[config.mk]
export PLATFORM = sky130hd
export DESIGN_NAME = multicycle_ctrl
export DESIGN_NICKNAME = d
export VERILOG_FILES = /design/src/rtl/rv_ctrl_pkg.sv /design/src/rtl/op_class_decode.sv /design/src/rtl/multicycle_ctrl.sv
export SDC_FILE = /design/constraint.sdc
export NUM_CORES = 1
export LEC_CHECK = 0
export ABC_AREA = 1
export CORE_MARGIN = 2
export CORE_UTILIZATION = 51
export CTS_CLUSTER_SIZE = 20
export DETAILED_ROUTE_END_ITERATION = 7
export GPL_ROUTABILITY_DRIVEN = 1
export PLACE_DENSITY = 0.8
export SYNTH_ARGS = -nofsm -noshare
export SYNTH_HDL_FRONTEND = slang
export SYNTH_SLANG_ARGS = --single-unit
[constraint.sdc]
create_clock -name clk_i -period 1.69 [get_ports clk_i]
set_clock_uncertainty 0.1 [all_clocks]
set_input_delay 0.4225 -clock clk_i [delete_from_list [all_inputs] [get_ports clk_i]]
set_output_delay 0.4225 -clock clk_i [all_outputs]
set_load 0.1 [all_outputs]
[src/rtl/rv_ctrl_pkg.sv]
// Shared definitions for the multicycle controller: opcodes, FSM states, opcode classes.
// Latency: n/a (types and constants only).
// Backpressure: n/a.
package rv_ctrl_pkg;

    // Major opcode field values recognised by the controller
    localparam logic [6:0] OP_R      = 7'b0110011;
    localparam logic [6:0] OP_I      = 7'b0010011;
    localparam logic [6:0] OP_LOAD   = 7'b0000011;
    localparam logic [6:0] OP_STORE  = 7'b0100011;
    localparam logic [6:0] OP_BRANCH = 7'b1100011;
    localparam logic [6:0] OP_HALT   = 7'b0000000;

    // ALU operation select driven during EXEC
    localparam logic [1:0] ALUOP_R   = 2'b00;
    localparam logic [1:0] ALUOP_I   = 2'b01;
    localparam logic [1:0] ALUOP_ADD = 2'b10;  // load/store address generation
    localparam logic [1:0] ALUOP_SUB = 2'b11;  // branch compare

    typedef enum logic [2:0] {
        ST_IDLE   = 3'd0,
        ST_FETCH  = 3'd1,
        ST_DECODE = 3'd2,
        ST_EXEC   = 3'd3,
        ST_MEM    = 3'd4,
        ST_WB     = 3'd5
    } state_e;

    // CLS_R is encoded as zero so the reset value of the class register is R
    typedef enum logic [2:0] {
        CLS_R       = 3'd0,
        CLS_I       = 3'd1,
        CLS_LOAD    = 3'd2,
        CLS_STORE   = 3'd3,
        CLS_BRANCH  = 3'd4,
        CLS_HALT    = 3'd5,
        CLS_ILLEGAL = 3'd6
    } op_class_e;

    // Classes that need a data-memory access phase
    function automatic logic is_mem_class(input op_class_e c);
        return (c == CLS_LOAD) || (c == CLS_STORE);
    endfunction

endpackage

[src/rtl/op_class_decode.sv]
// Combinational opcode classifier: maps the 7-bit opcode to an opcode class.
// Latency: 0 cycles (pure combinational).
// Backpressure: none; output follows the input.
//
// Ports:
//   op        in   7  opcode field
//   op_class  out  3  op_class_e encoding of the opcode class
import rv_ctrl_pkg::*;

module op_class_decode (
    input  logic [6:0] op,
    output logic [2:0] op_class
);

    op_class_e cls;

    always_comb begin
        cls = CLS_ILLEGAL;
        case (op)
            OP_R:      cls = CLS_R;
            OP_I:      cls = CLS_I;
            OP_LOAD:   cls = CLS_LOAD;
            OP_STORE:  cls = CLS_STORE;
            OP_BRANCH: cls = CLS_BRANCH;
            OP_HALT:   cls = CLS_HALT;
            default:   cls = CLS_ILLEGAL;
        endcase
    end

    assign op_class = cls;

endmodule

[src/rtl/multicycle_ctrl.sv]
// Multicycle processor control FSM (IDLE/FETCH/DECODE/EXEC/MEM/WB) with retire counter.
// Latency: FETCH->FETCH 3 cycles (branch), 4 (R/I/store), 5 (load) plus one per memory wait cycle.
// Backpressure: mem_ready_i low stalls FETCH/MEM with every output held; no timeout.
//
// Ports:
//   clk_i, rst_i (async active-low)      clock and reset
//   start_i                              leave IDLE (only sampled in IDLE)
//   Op_i[6:0], Zero_i                    instruction opcode, ALU zero flag
//   mem_ready_i                          memory completes current access
//   PCWrite_o, PCSrc_o, IRWrite_o, IorD_o, MemRead_o, MemWrite_o,
//   ALUOp_o[1:0], ALUSrc_o, RegWrite_o, MemtoReg_o   datapath controls
//   busy_o, done_o, illegal_o            status; done/illegal are one-cycle pulses
//   retired_o[31:0]                      retired instruction count (wraps)
import rv_ctrl_pkg::*;

module multicycle_ctrl (
    input  logic        clk_i,
    input  logic        rst_i,
    input  logic        start_i,
    input  logic [6:0]  Op_i,
    input  logic        Zero_i,
    input  logic        mem_ready_i,
    output logic        PCWrite_o,
    output logic        PCSrc_o,
    output logic        IRWrite_o,
    output logic        IorD_o,
    output logic        MemRead_o,
    output logic        MemWrite_o,
    output logic [1:0]  ALUOp_o,
    output logic        ALUSrc_o,
    output logic        RegWrite_o,
    output logic        MemtoReg_o,
    output logic        busy_o,
    output logic        done_o,
    output logic        illegal_o,
    output logic [31:0] retired_o
);

    state_e      state_q, state_d;
    op_class_e   class_q, class_d;
    op_class_e   dec_class;
    logic [2:0]  dec_raw;
    logic [31:0] retired_q;
    logic        retire;

    op_class_decode u_decode (
        .op       (Op_i),
        .op_class (dec_raw)
    );

    assign dec_class = op_class_e'(dec_raw);

    // State, class and retire counter. Reset drives the state to IDLE
    // asynchronously, so all state-decoded strobes (including an in-flight
    // MemRead/MemWrite) drop without waiting for a clock edge.
    always_ff @(posedge clk_i or negedge rst_i) begin
        if (!rst_i) begin
            state_q   <= ST_IDLE;
            class_q   <= CLS_R;
            retired_q <= '0;
        end else begin
            state_q <= state_d;
            class_q <= class_d;
            if (retire) begin
                retired_q <= retired_q + 32'd1;
            end
        end
    end

    always_comb begin
        state_d    = state_q;
        class_d    = class_q;
        retire     = 1'b0;
        PCWrite_o  = 1'b0;
        PCSrc_o    = 1'b0;
        IRWrite_o  = 1'b0;
        IorD_o     = 1'b0;
        MemRead_o  = 1'b0;
        MemWrite_o = 1'b0;
        ALUOp_o    = ALUOP_R;
        ALUSrc_o   = 1'b0;
        RegWrite_o = 1'b0;
        MemtoReg_o = 1'b0;
        done_o     = 1'b0;
        illegal_o  = 1'b0;

        case (state_q)
            ST_IDLE: begin
                if (start_i) begin
                    state_d = ST_FETCH;
                end
            end

            ST_FETCH: begin
                // Instruction address on the bus; IR and PC+4 load together
                // in the cycle memory completes.
                MemRead_o = 1'b1;
                if (mem_ready_i) begin
                    IRWrite_o = 1'b1;
                    PCWrite_o = 1'b1;
                    state_d   = ST_DECODE;
                end
            end

            ST_DECODE: begin
                // Class is taken from the live opcode here and held for the
                // remaining phases of the instruction.
                class_d = dec_class;
                case (dec_class)
                    CLS_HALT: begin
                        done_o  = 1'b1;
                        state_d = ST_IDLE;
                    end
                    CLS_ILLEGAL: begin
                        illegal_o = 1'b1;
                        state_d   = ST_FETCH;
                    end
                    default: begin
                        state_d = ST_EXEC;
                    end
                endcase
            end

            ST_EXEC: begin
                case (class_q)
                    CLS_R: begin
                        ALUOp_o  = ALUOP_R;
                        ALUSrc_o = 1'b0;
                        state_d  = ST_WB;
                    end
                    CLS_I: begin
                        ALUOp_o  = ALUOP_I;
                        ALUSrc_o = 1'b1;
                        state_d  = ST_WB;
                    end
                    CLS_BRANCH: begin
                        // Taken branch loads the target; either way the
                        // branch is complete and retires here.
                        ALUOp_o   = ALUOP_SUB;
                        ALUSrc_o  = 1'b0;
                        PCWrite_o = Zero_i;
                        PCSrc_o   = Zero_i;
                        retire    = 1'b1;
                        state_d   = ST_FETCH;
                    end
                    default: begin
                        if (is_mem_class(class_q)) begin
                            ALUOp_o  = ALUOP_ADD;
                            ALUSrc_o = 1'b1;
                            state_d  = ST_MEM;
                        end else begin
                            state_d  = ST_FETCH;
                        end
                    end
                endcase
            end

            ST_MEM: begin
                IorD_o = 1'b1;
                case (class_q)
                    CLS_LOAD: begin
                        MemRead_o = 1'b1;
                        if (mem_ready_i) begin
                            state_d = ST_WB;
                        end
                    end
                    CLS_STORE: begin
                        MemWrite_o = 1'b1;
                        if (mem_ready_i) begin
                            retire  = 1'b1;
                            state_d = ST_FETCH;
                        end
                    end
                    default: begin
                        state_d = ST_FETCH;
                    end
                endcase
            end

            ST_WB: begin
                RegWrite_o = 1'b1;
                MemtoReg_o = (class_q == CLS_LOAD);
                retire     = 1'b1;
                state_d    = ST_FETCH;
            end

            default: begin
                state_d = ST_IDLE;
            end
        endcase
    end

    assign busy_o    = (state_q != ST_IDLE);
    assign retired_o = retired_q;

endmodule
==> flow_metrics.env, run 1 <==
export IMPL_die_x_um=76.48
export IMPL_start_util=0.5279
export IMPL_synthAdderAreaFrac=0.004671
export IMPL_worstEpCategory="primary output"
export IMPL_yosysTopAreaCellShare=0.3550
export IMPL_gp_congestion=0.9467
export IMPL_htreeDepth=2
export IMPL_track_usage=0.9225
export IMPL_synthMuxAreaShare=0
export IMPL_synth_xor_area_frac=0.06913
export IMPL_synth_top_family_by_area="simple AND/OR/NAND/NOR gates"
export IMPL_ios=58
export IMPL_io_buffers=57
export IMPL_yosysWarningCount=0
export IMPL_place_inst=568
export IMPL_yosysSeqAreaShare=0.3550
export IMPL_synth_nets=415
export IMPL_syn_inst=402
export IMPL_syn_area_sq_um=2679
export IMPL_gr_total_overflow=445
export IMPL_clock_path_buffers=2
export IMPL_hpwlAfterDp_um=6693
export IMPL_clkSinkCount=38
export IMPL_grt_max_degree=21
export IMPL_die_h_um=76.48
export IMPL_avgSynthCellArea_sq_um=6.664
export IMPL_synth_simple_gate_area_share=0.4657
export IMPL_ctsRootBufferMaster="clkbuf_8"
export IMPL_synth_area_top_cells="dfrtp_1 35%, nand2_1 24%, nor2_1 9.4%"
export IMPL_ys_ff_latch=38
export IMPL_row_count=26
export IMPL_numCtsBuffers=5
export IMPL_synth_compound_area_frac=0.02569
export IMPL_synth_cell_types=34
export IMPL_timing_grt_repair_worst_endpoint="MemtoReg_o"
export IMPL_tool_error="[ERROR GRT-0232] Routing congestion too high. Check the congestion heatmap in the GUI."
export IMPL_placed_area_sq_um=4255
export IMPL_status="did not finish"
export IMPL_synth_top_area_cell="dfrtp_1"
export IMPL_haltStage="5_1_grt"
what timing repair did:
action                                 CTS
endpoints found under the hold margin   18
setup endpoints to repair               40
gates cloned                             6
resized for setup                       69
setup buffers                           15
pin swaps                               25
hold buffers                             1
kinds of logic after synthesis:
logic type	count (synthesis)
compound gates	12
xor+xnor	16
fa+ha+maj	1
buf+inv	47
flops	38
simple gates	288
through the flow:
stage,hold slack [ps],worst slack [ps]
2_1_floorplan,26.91,-659.5
3_3_place_gp,293.4,-421.9
3_5_place_dp,294.7,-443.2
4_1_cts,447.5,-345.3
cells in the mapped netlist:
cell type and instances:
buf_4 1, inv_4 1, nor2_2 5, nor3_2 1, nand2_1 173, and2_1 1
nor2_1 67, o31ai_1 1, xnor2_1 4, xor2_1 6, o21ai_0 2, nor3_4 1
nand3b_1 2, or2_2 1, nand3_2 4, xor2_2 1, inv_2 3, inv_1 39
o22ai_1 1, nor2_4 1, o211ai_1 1, buf_12 1, dfrtp_1 38, buf_6 2
xnor2_2 5, nand2_4 5, nand3_1 22, nand2_8 1, a31oi_1 2, ha_1 1
o21ai_1 2, nand4_1 3, a21oi_1 3, nor3_1 1
per-layer routing:
layer	track usage	overflow
met5	0	0
met2	1.199	290
met3	0.6315	3
met4	1.095	149
met1	0.8765	3
==> run 2, diff against run 1 <==
CORE_UTILIZATION = 40   (was 51)
CTS_CLUSTER_SIZE = not set   (was 20)
PLACE_DENSITY = not set   (was 0.8)
PLACE_DENSITY_LB_ADDON = 0.15   (was not set)
==> flow_metrics.env, run 2 <==
export IMPL_htreeDepth=2
export IMPL_rsz0062_at_grt="true"
export IMPL_drv_cap=0
export IMPL_critPathMaxStageDelay_ps=430
export IMPL_grt_pass1_wl_um=13710
export IMPL_drt_initial_drc_count=128
export IMPL_setup_slack_ps=-377.4
export IMPL_num_antenna_cells=0
export IMPL_ios=58
export IMPL_total_power_w=0.005463
export IMPL_gr_total_overflow=0
export IMPL_violations="design-rule violations, negative setup slack"
export IMPL_max_freq_mhz=483.7
export IMPL_clkSinkCount=38
export IMPL_wire_per_inst_um=14.07
export IMPL_avgSynthCellArea_sq_um=6.664
export IMPL_ctsHoldBuffers=0
export IMPL_ir_drop_v=0.001116
export IMPL_drc=2
export IMPL_die_h_um=85.84
export IMPL_endpoint_kind="primary output"
export IMPL_async_flop_share=1.000
export IMPL_start_kind="register"
export IMPL_synth_commonest_cells="173 x nand2_1, 67 x nor2_1, 39 x inv_1, 38 x dfrtp_1, 22 x nand3_1"
export IMPL_dominantRegCellSynth="dfrtp_1"
export IMPL_cp_top_family="simple AND/OR/NAND/NOR gates"
export IMPL_tightestPinTransition_ps=517.9
export IMPL_clk_latency_ps=300
export IMPL_grt_antenna_before_repair=0
export IMPL_area_growth_syn_to_layout_pct=76.37
export IMPL_cp_cell_sequence="buf_4 -> nor3_4 -> and2_4 -> buf_12"
export IMPL_cp_data_arrival_time_ps=1540
export IMPL_power_density_nw_per_um2=1156
export IMPL_worst_path_buf_inv=2
export IMPL_synth_most_common_cell="nand2_1"
export IMPL_syn_inst=402
export IMPL_setup_violations=45
export IMPL_hpwlAfterDp_um=5816
export IMPL_leakage_nw=2.185
export IMPL_fin_nets=538
export IMPL_cp_max_fo=3
export IMPL_dieArea_sq_um=7368
export IMPL_clock_path_buffers=2
export IMPL_yosysSeqAreaShare=0.3550
export IMPL_avgViaCountPerCell=5.007
export IMPL_coreArea_sq_um=6422
export IMPL_vias=3019
export IMPL_final_common_cell="nand2_1"
export IMPL_syn_area_sq_um=2679
export IMPL_timing_rr_start="state_q[1]"
export IMPL_crit_start="state_q[1]"
export IMPL_ys_ff_latch=38
export IMPL_ant_nets=0
export IMPL_status="finished with violations"
export IMPL_ctsRootBufferMaster="clkbuf_8"
export IMPL_final_cell_mix="158 x nand2_1, 52 x nor2_1, 48 x buf_12, 48 x buf_4, 31 x inv_1"
export IMPL_hold_viol=0
export IMPL_synth_area_top_cells="dfrtp_1 35%, nand2_1 24%, nor2_1 9.4%"
export IMPL_gp_congestion=0.9201
export IMPL_die_x_um=85.84
export IMPL_synth_top_area_cell="dfrtp_1"
export IMPL_synth_edf_count=0
export IMPL_synth_nets=415
export IMPL_place_ws_ps=-509.2
export IMPL_largest_reg_flops=32
export IMPL_yosysWarningCount=0
export IMPL_maxSlewHeadroom=0.6547
export IMPL_first_global_vias=2915
export IMPL_slowest_stage="dfrtp_1"
export IMPL_cts_tree="done"
export IMPL_period_minus_slack_ps=2067
export IMPL_synth_cell_types=34
export IMPL_drt_total_wl_um=8483
export IMPL_worstPathRequired_ps=1170
export IMPL_track_usage=0.2334
export IMPL_io_buffers=57
export IMPL_start_util=0.4171
export IMPL_dr_pass1_iters=8
export IMPL_numCtsBuffers=5
export IMPL_drv_slew=0
export IMPL_path_clk_slew_ps=90
export IMPL_fin_tns_setup_ps=-4687
export IMPL_min_path_type="in2async"
export IMPL_min_period_over_period=1.223
export IMPL_critPathKind="reg2out"
export IMPL_yosysTopAreaCellShare=0.3550
export IMPL_row_count=29
export IMPL_grt_max_degree=39
export IMPL_drive_gt1_frac=0.4049
[run 2: cell counts after synthesis]
No cell type changed its count.
[run 2: area by class of cell]
type,count,area (sq um)
Inverter,43,180.2
Fill cell,434,1698
Tap cell,77,96.34
Multi-Input combinational cell,319,1826
Clock buffer,5,68.82
Clock inverter,3,40.04
Timing Repair Buffer,118,1545
Sequential cell,38,968.4
[run 2: worst paths after layout]
kind	endpoint	depth (start not counted)	slack, ps
max reg2reg	retired_o[6]	8	-50
max in group asynchronous	retired_o[15]	2	1030
min reg2reg	retired_o[3]	1	440
min	retired_o[0]	2	70
max	MemtoReg_o	4	-380
min in group clk_i	retired_o[3]	1	440
[run 2: where the power goes]
group | leakage [nW] | internal (W) | total (W) | switching [W]
sequential | 0.486 | 0.00104 | 0.00120 | 0.000163
combinational | 1.64 | 0.00137 | 0.00346 | 0.00209
clock | 0.0579 | 0.000435 | 0.000796 | 0.000361
[run 2: kinds of logic (layout without fill, tap and decap cells)]
family                     Yosys count  in the layout  synth area share
and+or+nand+nor                    288            290            0.4657
buffers and inverters               47            169           0.07987
DFF                                 38             38            0.3550
xor gates and xnor gates            16             16           0.06913
AOI/OAI and AO/OA                   12             12           0.02569
adders and majority gates            1              1          0.004670
[run 2: timing repair]
action,in CTS,in global routing
setup buffers,11,7
gates cloned,2,0
pin swaps,14,16
endpoints found under the setup margin,38,47
resized for setup,40,27
[run 2: metal layers]
layer | track usage | up-vias | routed length [um]
li1 | - | 1481 | -
met3 | 0.03754 | 25 | 361
met5 | 0 | - | 0
met1 | 0.3101 | 1421 | 3626
met2 | 0.3899 | 92 | 4225
met4 | 0.07504 | 0 | 269
[run 2: worst reg2reg max path, stage by stage, from the launching register on]
cell and delay (ps):
dfrtp_1 430, buf_4 160, nor3_4 270, buf_6 140
nor2_4 40, buf_12 120, nand2_8 130, nand2_2 90
xnor2_2 150
[run 2: stage by stage]
stage	area (sq um)	utilization	hold slack, ps	cells
final	4725	0.7356	65.14	603
after global routing	4725	0.7356	112.7	603
after CTS	4579	0.7130	88.46	596
after detailed placement	4252	0.6620	410.9	575
after global placement	4252	0.6620	401.2	575
after floorplan	2844	-	26.91	402
No activity file was read; power rests on OpenSTA's default activity.
